==> src/rtl/fd_delay_line_pkg.sv <==
// Shared constants, FSM state type and small helpers for the fine-delay line loader.
// Channel count and tap-bus width match the MC100EP195 layout on the Fine Delay FMC.
package fd_delay_line_pkg;

    localparam int c_fd_num_channels    = 4;
    localparam int c_fd_delay_val_width = 10;

    typedef enum logic [1:0] {
        IDLE,
        SETUP,
        OPEN,
        HOLD
    } t_fd_dly_load_state;

    // Used at elaboration to size the phase counter for the longest phase.
    function automatic int fd_max3(input int a, input int b, input int c);
        int m;
        m = a;
        if (b > m) m = b;
        if (c > m) m = c;
        return m;
    endfunction

endpackage

==> src/rtl/fd_rr_arbiter.sv <==
// Generic N-requester round-robin arbiter: one-hot grant, scanning from last_grant+1.
// The priority pointer only moves when the owner strobes grant_en on a valid grant.
module fd_rr_arbiter #(
    parameter int g_num_req   = 4,
    parameter int g_idx_width = 2
) (
    input  logic                   sclk,
    input  logic                   reset,
    input  logic [g_num_req-1:0]   req,
    input  logic                   grant_en,
    output logic [g_num_req-1:0]   grant,
    output logic [g_idx_width-1:0] grant_idx,
    output logic                   grant_valid
);

    logic [g_idx_width-1:0] last_grant;
    logic [g_idx_width-1:0] scan;

    // First requester after the previous winner wins; the previous winner comes last.
    always_comb begin
        grant       = '0;
        grant_idx   = '0;
        grant_valid = 1'b0;
        scan        = '0;
        for (int k = 1; k <= g_num_req; k++) begin
            scan = g_idx_width'((int'(last_grant) + k) % g_num_req);
            if (!grant_valid && req[scan]) begin
                grant_valid = 1'b1;
                grant_idx   = scan;
                grant[scan] = 1'b1;
            end
        end
    end

    always_ff @(posedge sclk) begin
        if (reset) begin
            last_grant <= g_idx_width'(g_num_req - 1);
        end else if (grant_en && grant_valid) begin
            last_grant <= grant_idx;
        end
    end

endmodule

==> src/rtl/fd_delay_line_loader.sv <==
// Sequences setup / latch-open / hold programming of the four MC100EP195 fine-delay lines
// over the shared delay_val bus, serving per-channel load requests round-robin.
module fd_delay_line_loader
    import fd_delay_line_pkg::*;
#(
    parameter int g_setup_cycles = 2,
    parameter int g_open_cycles  = 2,
    parameter int g_hold_cycles  = 1
) (
    input  logic                                                clk_ref_i,
    input  logic                                                rst_i,
    input  logic [c_fd_num_channels-1:0]                        req_valid_i,
    input  logic [c_fd_num_channels*c_fd_delay_val_width-1:0]   req_value_i,
    input  logic [c_fd_num_channels-1:0]                        chan_busy_i,
    output logic [c_fd_num_channels-1:0]                        req_ack_o,
    output logic [c_fd_num_channels-1:0]                        load_done_o,
    output logic [c_fd_delay_val_width-1:0]                     delay_val_o,
    output logic [c_fd_num_channels-1:0]                        delay_len_o,
    output logic                                                busy_o
);

    localparam int c_chan_w    = $clog2(c_fd_num_channels);
    localparam int c_phase_max = fd_max3(g_setup_cycles, g_open_cycles, g_hold_cycles);
    localparam int c_phase_w   = $clog2(c_phase_max + 1);

    // Phases count down to zero, so each is loaded with its length minus one.
    localparam logic [c_phase_w-1:0] c_setup_load = c_phase_w'(g_setup_cycles - 1);
    localparam logic [c_phase_w-1:0] c_open_load  = c_phase_w'(g_open_cycles - 1);
    localparam logic [c_phase_w-1:0] c_hold_load  = c_phase_w'(g_hold_cycles - 1);
    localparam logic [c_phase_w-1:0] c_phase_one  = c_phase_w'(1);

    t_fd_dly_load_state               state, state_nxt;
    logic [c_phase_w-1:0]             phase, phase_nxt;
    logic [c_chan_w-1:0]              chan, chan_nxt;
    logic [c_fd_delay_val_width-1:0]  val_nxt;
    logic [c_fd_num_channels-1:0]     len_nxt;
    logic [c_fd_num_channels-1:0]     ack_nxt;
    logic [c_fd_num_channels-1:0]     done_nxt;
    logic                             busy_nxt;

    logic [c_fd_num_channels-1:0]     eligible;
    logic [c_fd_num_channels-1:0]     grant;
    logic [c_chan_w-1:0]              grant_idx;
    logic                             grant_valid;
    logic                             grant_en;

    logic [c_fd_delay_val_width-1:0]  req_value [c_fd_num_channels];

    for (genvar n = 0; n < c_fd_num_channels; n++) begin : g_unpack
        assign req_value[n] = req_value_i[n*c_fd_delay_val_width +: c_fd_delay_val_width];
    end

    // Busy channels are masked out; the mask only matters while the FSM sits in IDLE.
    assign eligible = req_valid_i & ~chan_busy_i;

    fd_rr_arbiter #(
        .g_num_req   (c_fd_num_channels),
        .g_idx_width (c_chan_w)
    ) u_arbiter (
        .sclk        (clk_ref_i),
        .reset       (rst_i),
        .req         (eligible),
        .grant_en    (grant_en),
        .grant       (grant),
        .grant_idx   (grant_idx),
        .grant_valid (grant_valid)
    );

    // Next-state and next-output logic; every output is the registered copy of a *_nxt value.
    always_comb begin
        state_nxt = state;
        phase_nxt = phase;
        chan_nxt  = chan;
        val_nxt   = delay_val_o;
        ack_nxt   = '0;
        done_nxt  = '0;
        grant_en  = 1'b0;

        unique case (state)
            IDLE: begin
                if (grant_valid) begin
                    grant_en  = 1'b1;
                    state_nxt = SETUP;
                    phase_nxt = c_setup_load;
                    chan_nxt  = grant_idx;
                    val_nxt   = req_value[grant_idx];
                    ack_nxt   = grant;
                end
            end
            SETUP: begin
                if (phase == '0) begin
                    state_nxt = OPEN;
                    phase_nxt = c_open_load;
                end else begin
                    phase_nxt = phase - c_phase_one;
                end
            end
            OPEN: begin
                if (phase == '0) begin
                    state_nxt = HOLD;
                    phase_nxt = c_hold_load;
                end else begin
                    phase_nxt = phase - c_phase_one;
                end
            end
            HOLD: begin
                if (phase == '0) begin
                    state_nxt      = IDLE;
                    phase_nxt      = '0;
                    done_nxt[chan] = 1'b1;
                end else begin
                    phase_nxt = phase - c_phase_one;
                end
            end
            default: begin
                state_nxt = IDLE;
                phase_nxt = '0;
            end
        endcase

        // Only the granted chip's latch goes transparent, and only during OPEN.
        len_nxt = '1;
        if (state_nxt == OPEN) begin
            len_nxt[chan_nxt] = 1'b0;
        end
        busy_nxt = (state_nxt != IDLE);
    end

    always_ff @(posedge clk_ref_i) begin
        if (rst_i) begin
            state       <= IDLE;
            phase       <= '0;
            chan        <= '0;
            delay_val_o <= '0;
            delay_len_o <= '1;
            req_ack_o   <= '0;
            load_done_o <= '0;
            busy_o      <= 1'b0;
        end else begin
            state       <= state_nxt;
            phase       <= phase_nxt;
            chan        <= chan_nxt;
            delay_val_o <= val_nxt;
            delay_len_o <= len_nxt;
            req_ack_o   <= ack_nxt;
            load_done_o <= done_nxt;
            busy_o      <= busy_nxt;
        end
    end

endmodule

==> config.mk <==
export PLATFORM = sky130hd
export DESIGN_NAME = fd_delay_line_loader
export DESIGN_NICKNAME = d
export VERILOG_FILES = /design/src/rtl/fd_delay_line_pkg.sv /design/src/rtl/fd_rr_arbiter.sv /design/src/rtl/fd_delay_line_loader.sv
export SDC_FILE = /design/constraint.sdc
export NUM_CORES = 1
export LEC_CHECK = 0
export CAP_MARGIN = 40
export CELL_PAD_IN_SITES_DETAIL_PLACEMENT = 1
export CELL_PAD_IN_SITES_GLOBAL_PLACEMENT = 2
export CORE_MARGIN = 2
export CORE_UTILIZATION = 27
export CTS_BUF_LIST = sky130_fd_sc_hd__clkbuf_16
export DETAILED_ROUTE_END_ITERATION = 12
export PLACE_DENSITY = 0.83
export SLEW_MARGIN = 15
export SYNTH_ARGS = -nofsm -noshare
export SYNTH_HDL_FRONTEND = slang
export SYNTH_HIERARCHICAL = 1
export SYNTH_SLANG_ARGS = --single-unit
==> constraint.sdc <==
create_clock -name clk_ref_i -period 7.02 [get_ports clk_ref_i]
set_input_delay 1.053 -clock clk_ref_i [delete_from_list [all_inputs] [get_ports clk_ref_i]]
set_output_delay 1.053 -clock clk_ref_i [all_outputs]
set_load 0.03 [all_outputs]
==> metrics.md, run 1 <==
| Metric | Value |
|---|---|
| Fmax | 249 MHz |
| Fraction of registers with async set/reset | 0% |
| Pwr dens | just over 300 mW/mm² |
| Routed WL | between 5000 and 6000 µm |
| Leakage | roughly 1 nW |
| Setup TNS | 0 ps |
| IO Port Bufs | 72 |
| Crit path time final | roughly 4000 ps |
| Die Width | 86.9 µm |
| Area grow syn2layout | 47.8% |
| Status | finished clean |
| CTS max path bufs | 2 |
| Layout Nets | around 320 |
| WS Path Type | in2reg |
| Worst VDD drop | between 0.00009 and 0.0001 V |
| Root buf cell | clkbuf_16 |
| Setup slack, reg-to-reg | between 3000 and 4000 ps |
| Syn Inst Count | 197 |
| Finished Core Util | about 41% |
| Rows | 30 |
| Die Ht | around 87 µm |
| Die area | about 0.0076 mm² |
| RSZ-0062 raised after global routing | no |
| Switch Pwr | 0.314 mW |
| Clock Sinks | 31 |
| Post-synthesis instance area | ~0.0019 mm² |
| CP endpoint kind | flop |
| Worst hold path depth | 2 |
| HPWL Detailed | 3890 µm |
| Reg power frac | 29.1% |
| Vias in the first global route | about 1700 |
| Setup Skew | 4.43 ps |
| First-pass DRT Iterations | 5 |
| Critical path peak fanout | 23 |
| Syn avg cell area | around 9.4 µm² |
| Worst Max-Slew Pin Slew | roughly 800 ps |
| DRT iter0 DRCs | 56 |
| Max-slew violations | 0 |
| FF-to-FF End | delay_val_o[0]$_SDFFE_PP0P_ |
| Max-slew headroom | roughly 46% |
| CP startpoint kind | input pin |
| Critical R2R Launch | u_arbiter/last_grant[0]$_SDFFE_PP1P_ |
| Hold Crit Class | reg2reg |
| RD Place Congestion | 0.777 |
| Initial Util | ~28% |
| Filler cells | 779 |
| Clk network pwr share | approximately a quarter |
| Core area | approximately 0.0067 mm² |
| Commonest non-fill, non-tap cell in the layout | clkdlybuf4s50_1 |
| Worst skew pair latency | about 270 ps |
| H-tree lvl count | 2 |
| Worst R2R Path Depth | 10 |
| Post-route ant nets | 0 |
| Seq/Total Area, Yosys | roughly 33% |
| Via density | around 5.1 |
| Final critical-path share of the clock period | about 57% |
| Final hold vios | 0 |
| Total chip power | about 0.84 mW |
| Post-synth cell types | between 40 and 50 |
| CTS tree | yes |
| Switching share of power | a little under two fifths |
| Setup Viol. Count Final | 0 |
| CTS Hold Bufs | 0 |
| Placed insts | ~340 |
| Via Count | 1762 |
| EDFF count, synth | 0 |
| Most frequent cells in the layout | clkdlybuf4s50_1 (72), nand2_1 (35), dfxtp_1 (31), a21oi_1 (14), mux4_2 (12) |
| Min-delay src | delay_val_o[8]$_SDFFE_PP0P_ |
| Total GRT Usage | 14.1% |
| Diode count | 0 |
| Layout cells sized above 1 | under 10% |
| Layout Cells excl Fill | roughly 350 |
| WP data required | slightly above 7000 ps |
| Main synth FF type | dfxtp_1 |
| CTS resizes | 0 |
| Largest net degree at the start of global routing | 24 |
| Total gr overflow | 0 |
| Yosys reg bits | 31 |
| Cell internal pwr | approximately 0.53 mW |
| Synth Net Count | ~260 |
| IO Pins | 73 |
| DR WL/cell | 15.1 µm |
| Initial antenna violation count | 0 |
| DRC errors left | 0 |
| Comb power frac | between 40% and 50% |
| Clk pin slew, worst setup/hold paths | 50 ps |
| Hold EP | delay_val_o[8]$_SDFFE_PP0P_ |
| Maxcap violations | 0 |
| # Post-CTS Setup Buffers | 0 |
| CP arrival | between 4000 and 5000 ps |
| Yosys warning count | 6 |
| TritonCTS buffer count | 5 |
| First-pass GRT wire length | 8450 µm |
-- registers in the layout, summed over array words and instances (netlist names) --
register and count:
u_arbiter/last_grant 2, req_ack_o 4, load_done_o 4, phase 2, busy_o 1, delay_val_o 10, delay_len_o 4, state 2
chan 2
-- how the worst max path moves through the flow --
stage | startpoint | endpoint | slack (ps) | cells after the start
after CTS | req_valid_i[2] | u_arbiter/last_grant[0]$_SDFFE_PP1P_ | 2980 | 9
after global routing | req_valid_i[2] | u_arbiter/last_grant[0]$_SDFFE_PP1P_ | 2780 | 9
after floorplan | req_valid_i[0] | delay_val_o[4]$_SDFFE_PP0P_ | 3590 | 11
after detailed placement | req_valid_i[2] | u_arbiter/last_grant[0]$_SDFFE_PP1P_ | 2710 | 9
final | req_valid_i[2] | u_arbiter/last_grant[0]$_SDFFE_PP1P_ | 3010 | 9
after global placement | req_valid_i[0] | delay_val_o[6]$_SDFFE_PP0P_ | 2550 | 10
-- power by group through the flow --
stage / Clock [mW] / Sequential [mW] / Combinational, mW
6_report: 0.196 / 0.244 / 0.399
5_1_grt: 0.210 / 0.250 / 0.440
2_1_floorplan: 0 / 0.278 / 0.259
3_3_place_gp: 0 / 0.247 / 0.388
3_5_place_dp: 0 / 0.248 / 0.403
4_1_cts: 0.203 / 0.245 / 0.405
-- worst max-delay path, stage by stage --
cell	delay, ps
clkdlybuf4s50_1	440
nor2b_1	550
nor2_1	170
nand2_1	180
or3b_1	680
clkinv_4	300
nand2_1	140
o311a_1	300
or3_1	330
-- stage by stage --
stage                     instance area (µm²)  hold WS (ps)  worst slack, ps
after floorplan                          1860           460             3590
after global placement                   2600           443             2550
after detailed placement                 2610           446             2710
after CTS                                2750           453             2980
after global routing                     2750           475             2780
final                                    2750           450             3010
-- cells in the mapped netlist (2+ instances only) --
library cell  count  area share (%)
o21ai_0           5             1.3
buf_4             2            0.81
a222oi_1          4             2.2
ha_1              8             5.4
nand3_1           2            0.54
inv_1             7             1.4
nor2b_1           6             2.0
nor2_1            8             1.6
nand2_1          35             7.1
nor3b_1           3             1.2
and3_1            5             1.7
buf_6             4             2.4
or3b_1            2            0.94
a21oi_1          15             4.0
nor3_1            8             2.2
nand2b_1          3             1.0
mux4_2           12              15
dfxtp_1          31              33
clkbuf_1          4            0.81
nor4_1            5             1.7
nor2b_2           2            0.94
buf_2             2            0.54
o211ai_1          4             1.6
or3_1             2            0.67
-- per-layer routing --
| layer | track usage [%] | wire [µm] | up-vias |
|---|---|---|---|
| met5 | 0 | 0 | - |
| met4 | 3.84 | 26 | 0 |
| met3 | 2.84 | 280 | 2 |
| met2 | 24.6 | 2560 | 54 |
| met1 | 17.6 | 2350 | 850 |
| li1 | - | - | 856 |
-- cells by family (layout without fill, tap and decap cells) --
family,after synthesis,count (layout),share of synthesized area [%]
AOI/OAI and AO/OA,37,37,13.8
buffers and inverters,20,88,6.47
and+or+nand+nor,85,85,23.3
DFF,31,31,33.4
muxes,15,15,17.1
xor gates and xnor gates,1,1,0.472
adders and majority gates,8,8,5.39
-- final cells by class --
cell class / instances / area (µm²) / area share, %
Tap cell: 80 / 100 / 3.65
Inverter: 8 / 35.0 / 1.28
Sequential cell: 31 / 621 / 22.6
Clock inverter: 2 / 8.76 / 0.319
Multi-Input combinational cell: 146 / 1120 / 40.8
Timing Repair Buffer: 73 / 736 / 26.8
Clock buffer: 5 / 125 / 4.56
(Power assumes the default switching activity.)
==> run 2: changes to the inputs <==
CORE_UTILIZATION = 23   (was 27)
PLACE_DENSITY = 0.75   (was 0.83)
clock period = 3.62 ns   (was 7.02 ns; I/O delays follow)
==> run 2 against run 1 <==
- total power is 99% higher
- final cell count rose by 8.7%
- die area up 17%
- sequential share of layout area down 0.71 points
- utilization is 4.4 points lower
- count of clock-buffer cells in the layout unchanged
- first-iteration DRC count is 38% higher
- clock skew is 1.9 ps lower
- combinational power grew 110%
- clock power is 98% higher
==> metrics.md, run 2 (same netlist as run 1, synthesis figures left out) <==
| Metric | Value |
|---|---|
| CTS tree | yes |
| Status | finished clean |
| DRT iter0 DRCs | 77 (+38%) |
| Total gr overflow | 0 (unchanged) |
| Crit path time final | approximately 3200 ps |
| Initial antenna violation count | 0 (unchanged) |
| DR WL/cell | 14.4 µm (-4.7%) |
| Min-delay src | delay_val_o[1]$_SDFFE_PP0P_ |
| Final critical-path share of the clock period | between 80 and 90% |
| Pre-CTS WS | 162 ps (-2550 ps) |
| Maxcap violations | 0 (unchanged) |
| Die area | 0.00881 mm² (+17%) |
| Worst VDD drop | 0.000193 V (+110%) |
| Placed insts | 367 (+8.6%) |
| TritonCTS buffer count | 5 (unchanged) |
| Worst R2R Path Depth | 10 (unchanged) |
| Via Count | 1788 (+1.5%) |
| Die Ht | 93.9 µm (+8.0%) |
| WP data required | 3760 ps (-3410 ps) |
| Worst Max-Slew Pin Slew | 636 ps (-165 ps) |
| IO Pins | 73 (unchanged) |
| Largest register FFs | 10 (unchanged) |
| Critical R2R Launch | u_arbiter/last_grant[1]$_SDFFE_PP1P_ |
| Critical path peak fanout | 15 (-35%) |
| Setup Skew | 2.57 ps (-1.86 ps) |
| Total GRT Usage | 12.6% (-1.5 points) |
| Max-slew violations | 0 (unchanged) |
| Layout Nets | 330 (+2.2%) |
| Routed WL | 5400 µm (+3.6%) |
| CTS Hold Bufs | 0 (unchanged) |
| Worst hold path depth | 2 (unchanged) |
| Vias in the first global route | 1780 (+2.8%) |
| Root buf cell | clkbuf_16 |
| Pwr dens | 591 mW/mm² (+93%) |
| Max-slew headroom | 57.5% (+11 points) |
| DRC errors left | 0 (unchanged) |
| FF-to-FF End | delay_val_o[5]$_SDFFE_PP0P_ |
| Diode count | 0 (unchanged) |
| Hold Crit Class | reg2reg |
| Post-route ant nets | 0 (unchanged) |
| Switching share of power | 37.2% (-0.20 points) |
| Rows | 32 (+6.7%) |
| Most flops, register | delay_val_o |
| CP startpoint kind | input pin |
| Setup slack, reg-to-reg | 890 ps (-2530 ps) |
| CP arrival | 3320 ps (-840 ps) |
| RD Place Congestion | 0.775 (-0.15%) |
| Hold EP | delay_val_o[1]$_SDFFE_PP0P_ |
| Switch Pwr | 0.622 mW (+98%) |
| HPWL Detailed | 4180 µm (+7.4%) |
| RSZ-0062 raised after global routing | no |
| WS Path Type | in2reg |
| Clk pin slew, worst setup/hold paths | 50 ps (about the same) |
| Core area | 0.00777 mm² (+16%) |
| Comb power frac | 49.9% (+2.4 points) |
| Via density | 4.77 (-6.6%) |
| First-pass DRT Iterations | 4 (-1) |
| Worst skew pair latency | 270 ps (about the same) |
| CP endpoint kind | flop |
| Leakage | 1.07 nW (+4.3%) |
| Fmax | approximately 310 MHz |
| Die Width | 93.9 µm (+8.0%) |
| Final hold vios | 0 (unchanged) |
| Setup Viol. Count Final | 0 (unchanged) |
| IO Port Bufs | 72 (unchanged) |
| Total chip power | 1.67 mW (+99%) |
| H-tree lvl count | 2 (unchanged) |
| Cell internal pwr | 1.05 mW (+100%) |
| Largest net degree at the start of global routing | 19 (-21%) |
| Most frequent cells in the layout | clkdlybuf4s50_1 (72), nand2_1 (35), dfxtp_1 (31), a21oi_1 (14), mux4_2 (12) |
| # Post-CTS Setup Buffers | 0 (unchanged) |
| First-pass GRT wire length | 8800 µm (+4.1%) |
| Reg power frac | 27.0% (-2.1 points) |
| Commonest non-fill, non-tap cell in the layout | clkdlybuf4s50_1 |
| Clk network pwr share | 23.2% (-0.2 points) |
| CTS max path bufs | 2 (unchanged) |
| Clock Sinks | 31 (unchanged) |
| CTS resizes | 0 (unchanged) |
| Initial Util | 23.9% (-3.7 points) |
| Layout Cells excl Fill | 375 (+8.7%) |
| Area grow syn2layout | 52.6% |
| Setup TNS | 0 ps (unchanged) |
| Layout cells sized above 1 | 12.1% (+2.3 points) |
| Setup slack after layout | 443 ps (-2560 ps) |
[run 2: cell count changes in the layout (fill, tap and decap cells not counted)]
cell      before  now
inv_1          7    9
buf_8          1    0
buf_12         0    1
buf_4          0    7
clkinv_1       1    0
[run 2: final cells by class]
type / instances / area (µm²)
well taps: 102 / 128
multi-input cells: 146 / 1120
flip-flops and latches: 31 / 621
fillers: 930 / 4930
clock buffers: 5 / 125
inverters: 8 / 35.0
repair buffers: 80 / 793
clock inverters: 3 / 12.5
[run 2: routing by layer]
| layer | global-route usage [%] | wire length, µm |
|---|---|---|
| met4 | 3.62 | 51 |
| met3 | 2.89 | 314 |
| met5 | 0 | 0 |
| met1 | 16.0 | 2330 |
| met2 | 21.4 | 2700 |
[run 2: worst max path at each step]
stage | to | cells after the start | start | slack, ps
after CTS | delay_val_o[4]$_SDFFE_PP0P_ | 11 | req_valid_i[0] | 450
after detailed placement | delay_val_o[0]$_SDFFE_PP0P_ | 11 | req_valid_i[0] | 160
final | delay_val_o[5]$_SDFFE_PP0P_ | 11 | req_valid_i[0] | 440
after floorplan | delay_val_o[4]$_SDFFE_PP0P_ | 12 | u_arbiter/last_grant[0]$_SDFFE_PP1P_ | 660
after global routing | delay_val_o[5]$_SDFFE_PP0P_ | 11 | req_valid_i[0] | 220
after global placement | delay_val_o[4]$_SDFFE_PP0P_ | 11 | req_valid_i[0] | 240
[run 2: critical path, stage by stage]
cell             delay (ps)
clkdlybuf4s50_1         440
nor2b_1                 390
nand2b_1                130
or4b_1                  570
o211ai_4                140
nor3_1                  100
a21oi_2                 160
buf_12                  180
mux4_2                  510
nand2_1                  90
a21oi_1                  60
[run 2: power groups by stage]
stage / sequential (mW) / clock (mW) / combinational (mW)
3_3_place_gp: 0.457 / 0 / 0.835
3_5_place_dp: 0.461 / 0 / 0.848
5_1_grt: 0.460 / 0.419 / 0.921
6_report: 0.451 / 0.388 / 0.835
4_1_cts: 0.453 / 0.396 / 0.851
2_1_floorplan: 0.540 / 0 / 0.503
[run 2: stage by stage]
step | hold WS [ps] | instance area (µm²) | util (%)
finish | 452 | 2830 | 36.5
CTS | 455 | 2830 | 36.5
floorplan | 460 | 1860 | -
global placement | 444 | 2700 | 34.7
global route | 482 | 2830 | 36.5
detailed placement | 450 | 2700 | 34.7
==> edit 1: new RTL, flow settings as in run 2 <==
Make the reset (`reset` and `rst_i`) asynchronous in 2 clocked blocks.
--- a/src/rtl/fd_rr_arbiter.sv
+++ b/src/rtl/fd_rr_arbiter.sv
@@ -33,5 +33,5 @@
     end
 
-    always_ff @(posedge sclk) begin
+    always_ff @(posedge sclk or posedge reset) begin
         if (reset) begin
             last_grant <= g_idx_width'(g_num_req - 1);
--- a/src/rtl/fd_delay_line_loader.sv
+++ b/src/rtl/fd_delay_line_loader.sv
@@ -127,5 +127,5 @@
     end
 
-    always_ff @(posedge clk_ref_i) begin
+    always_ff @(posedge clk_ref_i or posedge rst_i) begin
         if (rst_i) begin
             state       <= IDLE;
Check against the original RTL: differs if rst_i is asserted again (counterexample within 4 cycles, from zero or initial values and one cycle with rst_i high); with rst_i held inactive, the same outputs for 10 cycles.
==> edit 1 against run 2 <==
- cell count rose by 1.1%
- fmax increased by 3.6%
- critical path depth decreased by 3
- setup slack gained 110 ps
- total power rose by 40%
- wire length increased by 5.2%
- die area grew 12%
- synthesized area up 12%
- cell area is 8.4% higher
- sequential cell count is the same
- critical path type is now reg2reg
==> edit 1: results (changes against run 2) <==
[place]
gp_congestion=0.764  ; -1.5%
place_hpwl_um=4220  ; +0.81%
placed_cells=371  ; +1.1%
placed_area_um2=2930  ; +8.8%

[critical_path]
r2r_slack_ps=550  ; -340 ps
crit_fanout=13  ; -2
cp.arrival_ps=3260  ; -60 ps

[yosys]
ys_types=49  ; +17%
syn-num-nets=258  ; +1.2%
syn_avg_cell_area_um2=10.4  ; +11%
yosysSeqAreaShare=0.375  ; +0.0411
synth_async_sr_flop_share=1.00  ; +1.00
synthTopCellsByCount=dfrtp_1 (25), mux2i_1 (24), nand2_1 (22)
synth_area_leaders=dfrtp_1 (30%), mux2i_1 (12%), dfstp_2 (7.6%)

[grt]
met1_usage=0.154  ; -0.00595
grt_pass1_vias=1880  ; +5.6%
grt_max_degree=22  ; +3
groute.usage.overall=0.118  ; -0.00847
use_met3=0.0204  ; -0.00851
grt_pass1_wl_um=9350  ; +6.3%
met2_usage=0.194  ; -0.0193

[clock_network]
post_cts_resized=0  ; unchanged

[timing]
clock-skew-final_ps=4.21  ; +1.64 ps
holdWs_ps=488  ; +36.8 ps
slew_headroom=0.481  ; -0.0943

[final_layout]
num-nets-final=328  ; -0.61%
design_area_um2=3070  ; +8.4%
regMostFlops=delay_val_o
nFillCells=980  ; +5.4%
fin_cells=379  ; +1.1%
layout-drive-gt1-share=0.151  ; +0.0304

[routing]
wl_um=5680  ; +5.2%
avgViaCountPerCell=4.72  ; -1.1%
drtIter0Drc=53  ; -31%

[outcome]
status=completed

[pwr]
ir_worst_vdd_mv=0.202  ; +4.5%
power_leakage_nw=1.26  ; +18%
swShare=0.419  ; +0.0474

-- edit 1: final timing paths --
path,startpoint,cells past startpoint,endpoint
setup / recovery,u_arbiter/last_grant[1],8,delay_val_o[7]
hold reg to reg,delay_val_o[4],2,delay_val_o[4]
min in group asynchronous,rst_i,2,delay_val_o[3]
max in group asynchronous,rst_i,4,delay_len_o[3]
hold / removal,delay_val_o[4],2,delay_val_o[4]
setup reg to reg,u_arbiter/last_grant[1],8,delay_val_o[7]
-- edit 1: metal layers --
| layer | wire [µm] | vias to the layer above | part of all wire |
|---|---|---|---|
| met5 | 0 | - | 0 |
| met4 | 89 | 0 | 0.016 |
| met3 | 350 | 6 | 0.062 |
| met2 | 2590 | 65 | 0.46 |
| met1 | 2650 | 850 | 0.47 |
| li1 | - | 867 | - |
-- edit 1: logic make-up after synthesis --
| logic type | count (synthesis) | synth area share |
|---|---|---|
| muxes | 27 | 0.142 |
| AOI/OAI and AO/OA | 38 | 0.173 |
| and+or+nand+nor | 73 | 0.197 |
| DFF | 31 | 0.375 |
| buffers and inverters | 22 | 0.0605 |
| xor gates and xnor gates | 1 | 0.00420 |
| adders and majority gates | 8 | 0.0480 |
-- edit 1: area by class of cell --
class,count,area share
clock buffers,5,0.0407
clock inverters,3,0.00489
inverters,5,0.00774
multi-input cells,147,0.383
flip-flops and latches,31,0.255
well taps,108,0.0440
repair buffers,80,0.265
-- edit 1: through the flow --
stage	total power, mW	setup WS [ps]
floorplan	1.57	588
global placement	1.94	425
detailed placement	1.97	395
CTS	2.38	536
global route	2.53	353
finish	2.34	553
-- edit 1: worst max-delay path, cell delays in order, from the launching register on --
cell	delay (ps)
dfstp_2	690
inv_1	210
ha_1	540
mux4_2	470
or3_1	380
o31a_1	160
nand3b_1	170
buf_4	200
o221ai_2	160
-- edit 1: power by group through the flow --
stage / combinational (mW) / sequential [mW] / clock [mW]
after floorplan: 0.849 / 0.726 / 0
after global placement: 1.33 / 0.613 / 0
after detailed placement: 1.36 / 0.614 / 0
after CTS: 1.36 / 0.613 / 0.407
after global routing: 1.47 / 0.637 / 0.418
final: 1.34 / 0.612 / 0.391
==> edit 2: new RTL, settings of run 2 <==
Without the edit above. Change the parameter `g_setup_cycles` from 2 to 1.
--- a/src/rtl/fd_delay_line_loader.sv
+++ b/src/rtl/fd_delay_line_loader.sv
@@ -4,5 +4,5 @@
     import fd_delay_line_pkg::*;
 #(
-    parameter int g_setup_cycles = 2,
+    parameter int g_setup_cycles = 1,
     parameter int g_open_cycles  = 2,
     parameter int g_hold_cycles  = 1
Function: changed (a bounded check fails within 4 cycles, from zero or initial values and one cycle with rst_i high).
==> edit 2 against run 2 <==
- via count down 4.8%
- total power up 4.3%
- sequential cell count unchanged
- setup slack better by 140 ps
- wire length down 4.7%
- synthesized area up 0.47%
- worst hold slack about the same
- die area up 0.45%
- largest cell class unchanged
- count of clock-buffer cells in the layout unchanged
- sequential share of layout area about the same
- cell area about the same
- highest routed layer unchanged
==> edit 2: results (changes against run 2) <==
[outcome]
status=completed

[pwr]
ir_worst_vdd_mv=0.238  ; +24%
pg_clk_mw=0.389  ; about the same
p_int_mw=1.08  ; +3.0%
power_leakage_nw=1.07  ; +0.21%
power_density_nw_per_um2=616  ; +4.2%

[critical_path]
crit_slowest_cell=nor2b_1
r2r_start=u_arbiter/last_grant[0]
slowest_delay_ps=510  ; -60 ps
cp.arrival_ps=3200  ; -120 ps
reg2reg_to=delay_val_o[9]

[timing]
worst_pin_slew_ps=615  ; -20.8 ps
holdWs_ps=452  ; +0.471 ps
clock-skew-final_ps=4.73  ; +2.16 ps

[yosys]
syn-num-nets=254  ; -0.39%
ys_types=45  ; +7.1%
syn_avg_cell_area_um2=9.52  ; +0.98%
synthTopCellsByCount=nand2_1 (34), dfxtp_1 (31), a21oi_1 (16)

[final_layout]
layout-drive-gt1-share=0.125  ; +0.00412
num-nets-final=329  ; -0.30%
nFillCells=892  ; -4.1%

[place]
placed_cells=366  ; -0.27%
place_worst_setup_slack_ps=262  ; +100 ps
gp_congestion=0.814  ; +5.0%
place_hpwl_um=3930  ; -6.0%

[worst_hold_path]
min_from=delay_val_o[2]
hold_end=delay_val_o[2]

[grt]
groute.usage.overall=0.118  ; -0.00833
grt_pass1_vias=1761  ; -1.1%

[routing]
wire_per_inst_um=13.8  ; -4.4%

==> edit 2: cells by family (layout without fill, tap and decap cells) <==
group	Yosys count	in the layout	synth area share
xor gates and xnor gates	1	1	0.00470
DFF	31	31	0.333
AOI/OAI and AO/OA	37	37	0.139
buffers and inverters	18	94	0.0624
muxes	16	16	0.176
and+or+nand+nor	85	85	0.232
adders and majority gates	8	8	0.0537
==> edit 2: area by class of cell <==
cell class,instances,area share
Multi-Input combinational cell,147,0.399
Timing Repair Buffer,79,0.277
Sequential cell,31,0.219
Tap cell,102,0.0450
Clock buffer,5,0.0441
Inverter,7,0.0110
Clock inverter,3,0.00441
==> edit 2: routing by layer <==
| layer | up-vias | track usage | wire length (µm) |
|---|---|---|---|
| met1 | 792 | 0.141 | 2210 |
| met4 | 0 | 0.0411 | 70 |
| met3 | 6 | 0.0297 | 281 |
| met5 | - | 0 | 0 |
| li1 | 862 | - | - |
| met2 | 42 | 0.205 | 2590 |
